## src/rtl/async_fifo_rd_axis.sv

```systemverilog
// async_fifo_rd_axis
//   Read-side adapter for async_fifo in the rd_clk domain. It drains the FIFO read port into
//   a 2-entry registered buffer and presents the words as an AXI4-Stream master. The buffer
//   sustains one beat per clock, and every AXI output comes straight from a flop.
//
// Ports
//   clk            rd-side clock (same net as async_fifo rd_clk)
//   reset          synchronous active-high reset
//   fifo_rd_empty  async_fifo rd_empty
//   fifo_rd_data   async_fifo head word, valid while fifo_rd_empty=0
//   fifo_rd_en     async_fifo rd_en (pop)
//   m_tvalid       AXI-Stream valid
//   m_tready       AXI-Stream ready
//   m_tdata        AXI-Stream data (W bits, or W-1 bits with the tlast option)
//   m_tlast        AXI-Stream last (tlast option only)
//   beat_count     accepted-beat counter, wraps
//   buf_level      output buffer occupancy 0..2
//
// Optional feature: define ASYNC_FIFO_RD_AXIS_TLAST_EN to treat fifo_rd_data[W-1] as the
// packet-end flag driven on m_tlast; m_tdata then carries fifo_rd_data[W-2:0].
module async_fifo_rd_axis #(
  parameter int unsigned W     = 8,
  parameter int unsigned CNT_W = 16
) (
  input  logic             clk,
  input  logic             reset,
  input  logic             fifo_rd_empty,
  input  logic [W-1:0]     fifo_rd_data,
  output logic             fifo_rd_en,
  output logic             m_tvalid,
  input  logic             m_tready,
`ifdef ASYNC_FIFO_RD_AXIS_TLAST_EN
  output logic [W-2:0]     m_tdata,
  output logic             m_tlast,
`else
  output logic [W-1:0]     m_tdata,
`endif
  output logic [CNT_W-1:0] beat_count,
  output logic [1:0]       buf_level
);

  logic [1:0]       r_level;
  logic             r_tvalid;
  logic [W-1:0]     r_e0;
  logic [W-1:0]     r_e1;
  logic [CNT_W-1:0] r_beats;

  logic [1:0]       w_level_nxt;
  logic [W-1:0]     w_e0_nxt;
  logic [W-1:0]     w_e1_nxt;
  logic             w_pop;
  logic             w_acc;

  // Pop depends only on registered occupancy and the FIFO flag; m_tready never reaches rd_en.
  assign w_pop      = ~reset & ~fifo_rd_empty & (r_level != 2'd2);
  assign w_acc      = r_tvalid & m_tready;
  assign fifo_rd_en = w_pop;

  always_comb begin
    w_level_nxt = r_level;
    w_e0_nxt    = r_e0;
    w_e1_nxt    = r_e1;
    case (r_level)
      2'd0: begin
        if (w_pop) begin
          w_e0_nxt    = fifo_rd_data;
          w_level_nxt = 2'd1;
        end
      end
      2'd1: begin
        if (w_pop && w_acc) begin
          w_e0_nxt = fifo_rd_data;
        end else if (w_pop) begin
          w_e1_nxt    = fifo_rd_data;
          w_level_nxt = 2'd2;
        end else if (w_acc) begin
          w_level_nxt = 2'd0;
        end
      end
      2'd2: begin
        // No pop is possible at full occupancy; an accept promotes the skid entry.
        if (w_acc) begin
          w_e0_nxt    = r_e1;
          w_level_nxt = 2'd1;
        end
      end
      default: w_level_nxt = 2'd0;
    endcase
  end

  always_ff @(posedge clk) begin
    if (reset) begin
      r_level  <= 2'd0;
      r_tvalid <= 1'b0;
      r_e0     <= '0;
      r_e1     <= '0;
      r_beats  <= '0;
    end else begin
      r_level  <= w_level_nxt;
      r_tvalid <= (w_level_nxt != 2'd0);
      r_e0     <= w_e0_nxt;
      r_e1     <= w_e1_nxt;
      if (w_acc) begin
        r_beats <= r_beats + {{(CNT_W-1){1'b0}}, 1'b1};
      end
    end
  end

  assign m_tvalid   = r_tvalid;
  assign buf_level  = r_level;
  assign beat_count = r_beats;
`ifdef ASYNC_FIFO_RD_AXIS_TLAST_EN
  assign m_tdata    = r_e0[W-2:0];
  assign m_tlast    = r_e0[W-1];
`else
  assign m_tdata    = r_e0;
`endif

endmodule

```

## config.mk

```make
export PLATFORM = sky130hd
export DESIGN_NAME = async_fifo_rd_axis
export DESIGN_NICKNAME = d
export VERILOG_FILES = /design/src/rtl/async_fifo_rd_axis.sv
export SDC_FILE = /design/constraint.sdc
export NUM_CORES = 1
export LEC_CHECK = 0
export ABC_AREA = 1
export BUFFER_PORTS_ARGS = -buffer_cell sky130_fd_sc_hd__buf_2
export CAP_MARGIN = 20
export CORE_MARGIN = 8
export CORE_UTILIZATION = 47
export DETAILED_ROUTE_END_ITERATION = 12
export PLACE_DENSITY = 0.74
export SLEW_MARGIN = 20
export SYNTH_ARGS = -nofsm -noshare
export SYNTH_HDL_FRONTEND = slang
export SYNTH_SLANG_ARGS = --single-unit
```

## constraint.sdc

```tcl
create_clock -name clk -period 1.1 [get_ports clk]
set_input_delay 0.11 -clock clk [delete_from_list [all_inputs] [get_ports clk]]
set_output_delay 0.11 -clock clk [all_outputs]
set_load 0.05 [all_outputs]
```

==> results of run 1 <==
cell families (layout without fill, tap and decap cells):
kind of cell    after synthesis  after routing
compound gates               47             47
xor+xnor                      2              2
fa+ha+maj                     1              1
buf+inv                      38            100
flops                        35             35
simple gates                118            120
cell type report:
class                           count  area, um2  area share (%)
Sequential cell                    35      758.2           30.03
Tap cell                           46      57.56           2.279
Timing Repair Buffer               59      474.2           18.78
Clock buffer                        7      45.04           1.784
Multi-Input combinational cell    170       1049           41.53
Inverter                           33      136.4           5.401
Clock inverter                      1      5.005          0.1982
layout by cell type (no fill, tap or decap), types with 3 or more instances in the layout:
cell / synthesis / layout
o21ai_0: 24 / 7
a21oi_1: 12 / 8
dfxtp_2: 0 / 4
buf_8: 1 / 4
inv_1: 28 / 27
buf_6: 1 / 9
buf_2: 2 / 13
o21ai_1: 7 / 18
dfxtp_4: 0 / 14
buf_4: 0 / 21
a21oi_2: 2 / 6
inv_2: 5 / 3
o21ai_2: 2 / 8
nor2_4: 2 / 9
nand2_2: 5 / 3
clkbuf_4: 0 / 17
nand2_1: 43 / 39
nand2_4: 2 / 10
dfxtp_1: 35 / 17
nor2_1: 50 / 36
nand3_4: 0 / 3
nand4_1: 5 / 5
nor2_2: 2 / 9
state kept, by name, indices dropped and copies added (netlist names):
signal and cells:
beat_count 16, m_tdata 8, r_e1 8, buf_level 2
m_tvalid 1
stage by stage:
step	instances	hold slack, ns
2_1_floorplan	241	0.1694
3_3_place_gp	338	0.3913
3_5_place_dp	338	0.4010
4_1_cts	350	0.03340
5_1_grt	351	0.04183
6_report	351	0.04272
worst reg2reg max path, delay by kind of cell (launching register included):
family          cells  cell delay [ns]
buf+inv             1             0.20
flops               1             0.39
simple gates        5             0.51
compound gates      1             0.07
layer usage:
metal  GRT usage, %  vias up  part of all wire, %
met5              0        -                    0
met4          6.397        0                  1.5
met3          4.079        7                  5.5
met2          26.65       40                   51
met1          18.36      773                   42
li1               -      892                    -
repair_timing:
action,CTS,global route
cloned,2,0
buffers inserted,3,1
resized for setup,52,57
setup endpoints to repair,37,50
pin swaps,16,16
worst max-delay path by stage:
stage | from | to
floorplan | beat_count[1] | beat_count[14]
global placement | m_tvalid | m_tdata[2]
detailed placement | m_tvalid | m_tdata[2]
CTS | buf_level[1] | fifo_rd_en
global route | m_tvalid | m_tdata[3]
finish | buf_level[1] | fifo_rd_en
power by group through the flow:
stage	clock, W	combinational (W)	sequential, W
2_1_floorplan	0	0.000162	0.00147
3_3_place_gp	0	0.000401	0.00135
3_5_place_dp	0	0.000406	0.00135
4_1_cts	0.000679	0.000456	0.00132
5_1_grt	0.000726	0.000533	0.00133
6_report	0.000659	0.000497	0.00133
==> impl_metrics.ini, run 1 <==
[detailed_routing]
drtIter0Drc = 107
ant_nets = 0
num_vias = 1712
drt-pass1-iter-count = 4
routedWlPerCell_um = 12.56
drc = 0
wl_mm = 4.408
post_drt_via_cell_ratio = 4.877

[sta]
max_slew_margin_pct = 83.43
setup_slack_ns = -0.1304
rsz0062_at_grt = true
skew_ns = 0.01026
final.period_utilization_pct = 111.9
worst_pin_slew_ns = 0.2502
finalHoldViolations = 0
finalSetupViolCount = 24
drv_slew = 0
min_period_ns = 1.230
fmax_mhz = 812.7
fin_tns_setup_ns = -1.370

[power_and_ir_drop]
p_sw_w = 0.0007752
internal-power_w = 0.001707
clockPowerShare_pct = 26.5
combPwrFrac_pct = 20.0
total_power_w = 0.002482
seqPwrFrac_pct = 53.4
p_per_area_nw_per_um2 = 983.2
vdd.ir_drop.worst_mv = 0.7632
switching_share_pct = 31.23
cellLeakagePower_nw = 1.077

[clocking]
cts_buffers = 5
cts-root-buf = clkbuf_4
cts_tree = yes
insertion_delay_ns = 0.34
clock_sinks = 35
htreeDepth = 2
clkSlewWorstSetupHoldPaths_ns = 0.10
holdBufCountCts = 0
clockBufferDepth = 2

[synth]
synth_warnings = 0
yosysUniqueCellTypes = 23
synth_area_um2 = 1659
postSynthCellCount = 241
synthSimpleGateAreaFrac_pct = 31.00
synth_mux_area_share_pct = 0
synth_compound_area_share_pct = 15.08
synth_top_family_by_area = simple AND/OR/NAND/NOR gates
syn_area_per_cell_um2 = 6.884
synthXorXnorAreaFrac_pct = 1.056
synth_enable_flop_cells = 0
synth_top_cell_by_area = dfxtp_1
ys.flop_type = dfxtp_1
synth-seq-cells = 35
synth_fa_ha_area_share_pct = 0.7541
synth_most_common_cell = nor2_1
async_reset_ff_share_pct = 0
synth_fp_nets = 254
synth.area.top_cells = dfxtp_1 (42%), nor2_1 (11%), nand2_1 (9.7%)
synth_top_area_share_pct = 42.23
ys_seq_area_share_pct = 42.23
synth_top_cells_by_count = nor2_1 (50), nand2_1 (43), dfxtp_1 (35)

[floorplanning]
die_x_um = 75.42
die-area_um2 = 5687
fp.dieH_um = 75.42
io_pins = 40
core-area_um2 = 3363
floorplan.initialDensity_pct = 49.33
rows = 21

[placed_design]
placed_cell_area_um2 = 2110
place_ws_ns = -0.09359
dp_hpwl_mm = 2.981
gp_congestion = 0.8247
io_buffer_count = 39

[setup_path]
cp.depth = 5
critPathRequiredTime_ns = 0.99
r2r-end = m_tdata[3]
ff2ff_setup_slack_ns = -0.12
cp-end-kind = output port
rr_worst_depth = 7
crit_family = flip-flops
critical_path_class = reg2out
crit_chain = inv_4 > nor2_4 > buf_6 > nor2_4 > buf_6
critPathLaunchType = register
cpMaxStageDelayCell = dfxtp_4
cp.arrival_ns = 1.12
reg2reg_from = m_tvalid
cp_max_fo = 3
max_stage_delay_ns = 0.36
path_buf_inv = 3

[run_status]
violations = negative setup slack
status = finished with violations

[finish]
final_cell_area_um2 = 2525
drive_gt1_share_pct = 46.89
area_growth_syn_to_layout_pct = 52.19
antenna_cells = 0
nFillCells = 277
nets = 317
utilization_pct = 75.07

[global_route]
grtUsageTotal_pct = 15.72
grt_overflow = 0
grt_max_degree = 20
antenna_found_initial = 0
grt_pass1_wl_mm = 6.975
grt_pass1_vias = 1577

[min_path]
hold_depth = 3
holdPathEnd = r_e1[2]
hp-class = in2reg
hold_start = fifo_rd_data[2]

[flow_run]
max_cap_viol_count = 0
(Power assumes the default switching activity.)
==> inputs of run 2 (changes only) <==
--- a/config.mk
+++ b/config.mk
@@ -9,9 +9,11 @@
 export BUFFER_PORTS_ARGS = -buffer_cell sky130_fd_sc_hd__buf_2
 export CAP_MARGIN = 20
 export CORE_MARGIN = 8
-export CORE_UTILIZATION = 47
+export CORE_UTILIZATION = 48
+export CTS_BUF_LIST = sky130_fd_sc_hd__clkbuf_4
 export DETAILED_ROUTE_END_ITERATION = 12
-export PLACE_DENSITY = 0.74
+export PLACE_DENSITY = 0.76
+export SETUP_SLACK_MARGIN = 0.4
 export SLEW_MARGIN = 20
 export SYNTH_ARGS = -nofsm -noshare
 export SYNTH_HDL_FRONTEND = slang
==> constraint.sdc (replaced) <==
create_clock -name clk -period 1.1 [get_ports clk]
set_input_delay 0.11 -clock clk [delete_from_list [all_inputs] [get_ports clk]]
set_output_delay 0.11 -clock clk [all_outputs]
set_load 0.02 [all_outputs]
==> run 2 against run 1 <==
Compared with the run above:
- the flow still finishes with violations (negative setup slack)
- design area is 19% higher
- register-to-register slack worse by 0.15 ns
- sequential power hardly changed
- power up 7.5%
- global-route usage increased by 5.3 points
- maximum frequency is 10% lower
- worst setup slack worse by 0.14 ns
- final cell count up 10%
- critical path depth is the same
- wire length rose by 65%
- first-iteration DRC count up 21%
==> impl_metrics.ini, run 2 (synthesis gave the netlist of run 1 again) <==
[run_status]
status = finished with violations
violations = negative setup slack

[finish]
ff_latch_area_um2 = 772.0
area_growth_syn_to_layout_pct = 81.82
nFillCells = 148
nets = 352
utilization_pct = 90.40
largest_reg_flops = 16
layout_commonest_cell = buf_6
layout_common_cells = buf_6 (52), nor2_1 (38), nand2_1 (33)
drive_gt1_share_pct = 60.59
antenna_cells = 0
final_cell_area_um2 = 3017
fin_cells = 386
multi_input_area_um2 = 1104

[detailed_routing]
ant_nets = 0
num_vias = 2107
wl_mm = 7.284
drt-pass1-iter-count = 4
routedWlPerCell_um = 18.87
drc = 0
post_drt_via_cell_ratio = 5.459
drtIter0Drc = 129

[global_route]
grt_pass1_vias = 1953
grtUsageTotal_pct = 21.06
grt_overflow = 0
grt_pass1_wl_mm = 9.080
grt_max_degree = 22
antenna_found_initial = 0

[power_and_ir_drop]
clockPowerShare_pct = 27.9
vdd.ir_drop.worst_mv = 0.9526
internal-power_w = 0.001823
combPwrFrac_pct = 22.0
switching_share_pct = 31.69
seqPwrFrac_pct = 50.0
p_sw_w = 0.0008459
cellLeakagePower_nw = 1.325
p_per_area_nw_per_um2 = 884.8

[placed_design]
post-place-cells = 344
io_buffer_count = 39
placed_cell_area_um2 = 2172
dp_hpwl_mm = 3.061
gp_congestion = 0.9118
place_ws_ns = -0.06609

[sta]
setup_slack_ns = -0.2736
finalSetupViolCount = 37
min_period_ns = 1.374
fmax_mhz = 728.0
worst_pin_slew_ns = 0.3091
finalHoldViolations = 0
skew_ns = 0.007441
drv_slew = 0
final.period_utilization_pct = 124.9
max_slew_margin_pct = 79.39
rsz0062_at_grt = true

[setup_path]
critPathLaunchType = register
reg2reg_from = m_tvalid
critical_path_class = reg2reg
max_stage_delay_ns = 0.41
r2r-end = beat_count[10]
ff2ff_setup_slack_ns = -0.27
cp_max_fo = 4
crit_top_cell = nor2_1
rr_worst_depth = 5
critPathRequiredTime_ns = 1.36
cp-end-kind = register
crit_path_start = m_tvalid
cpMaxStageDelayCell = dfxtp_4
cp.arrival_ns = 1.64
crit_chain = nand3_4 > nor2_1 > nand3_2 > o21ai_1 > nor2_1

[floorplanning]
die-area_um2 = 5594
die_x_um = 74.79
fp.dieH_um = 74.79
floorplan.initialDensity_pct = 49.72
core-area_um2 = 3337
io_pins = 40
rows = 21

[clocking]
cts_tree = yes
htreeDepth = 2
cts_buffers = 5
clock_sinks = 35
cts-root-buf = clkbuf_4
insertion_delay_ns = 0.37
clockBufferDepth = 2
clkSlewWorstSetupHoldPaths_ns = 0.12

[min_path]
holdPathEnd = r_e1[6]
hold_start = fifo_rd_data[6]
hold_depth = 3
hp-class = in2reg

[flow_run]
max_cap_viol_count = 0
## run 2: cell count changes in the layout (fill, tap and decap cells not counted), sizes merged
cell and delta:
dlygate4sd3 +1, buf +48, clkbuf -14, nand2 -2, clkinvlp +1, inv +1
## run 2: stage by stage
stage                     total power (W)  hold slack (ns)  TNS [ns]
final                            0.002669         0.001694    -4.286
after global routing             0.002753          0.02474    -5.874
after CTS                        0.002581         0.002992    -1.388
after detailed placement         0.001694           0.3871   -0.6987
after global placement           0.001688           0.3834   -0.4290
after floorplan                  0.001566           0.1694   -0.1386
## run 2: power by group through the flow
stage	clock [W]	combinational [W]	sequential [W]
2_1_floorplan	0	0.000169	0.00140
3_3_place_gp	0	0.000334	0.00135
3_5_place_dp	0	0.000340	0.00135
4_1_cts	0.000739	0.000504	0.00134
5_1_grt	0.000792	0.000622	0.00134
6_report	0.000746	0.000588	0.00134
## run 2: worst max-delay path, delay by kind of cell (launching register included)
kind | cells | cell delay (ns)
and+or+nand+nor | 4 | 0.62
DFF | 1 | 0.41
AOI/OAI and AO/OA | 1 | 0.25
## run 2: per-layer routing
metal | vias up | GRT usage (%) | wire (um)
li1 | 964 | - | -
met1 | 1017 | 22.05 | 2783
met2 | 97 | 37.75 | 3839
met3 | 29 | 6.791 | 397
met4 | 0 | 8.696 | 263
met5 | - | 0 | 0
## run 2: repair_timing
action                                 in CTS  in global routing
gates resized for setup                   139                 30
buffers inserted                           23                 10
endpoints found under the hold margin       0                  1
setup endpoints to repair                  63                 63
hold buffers                                0                  1
pin swaps                                  27                 26
## run 2: area by class of cell
type	count	area share, %
multi-input combinational	168	36.58
clock buffer	5	1.244
tap	46	1.908
clock inverter	3	0.6221
timing repair buffer	96	29.53
sequential	35	25.59
inverter	33	4.521
## run 2: worst max-delay path by stage
stage	cells past startpoint	endpoint	slack, ns
detailed placement	7	beat_count[12]	-0.07
floorplan	7	beat_count[14]	-0.03
global route	7	beat_count[12]	-0.32
finish	5	beat_count[10]	-0.27
global placement	7	m_tdata[4]	-0.04
CTS	5	fifo_rd_en	-0.14
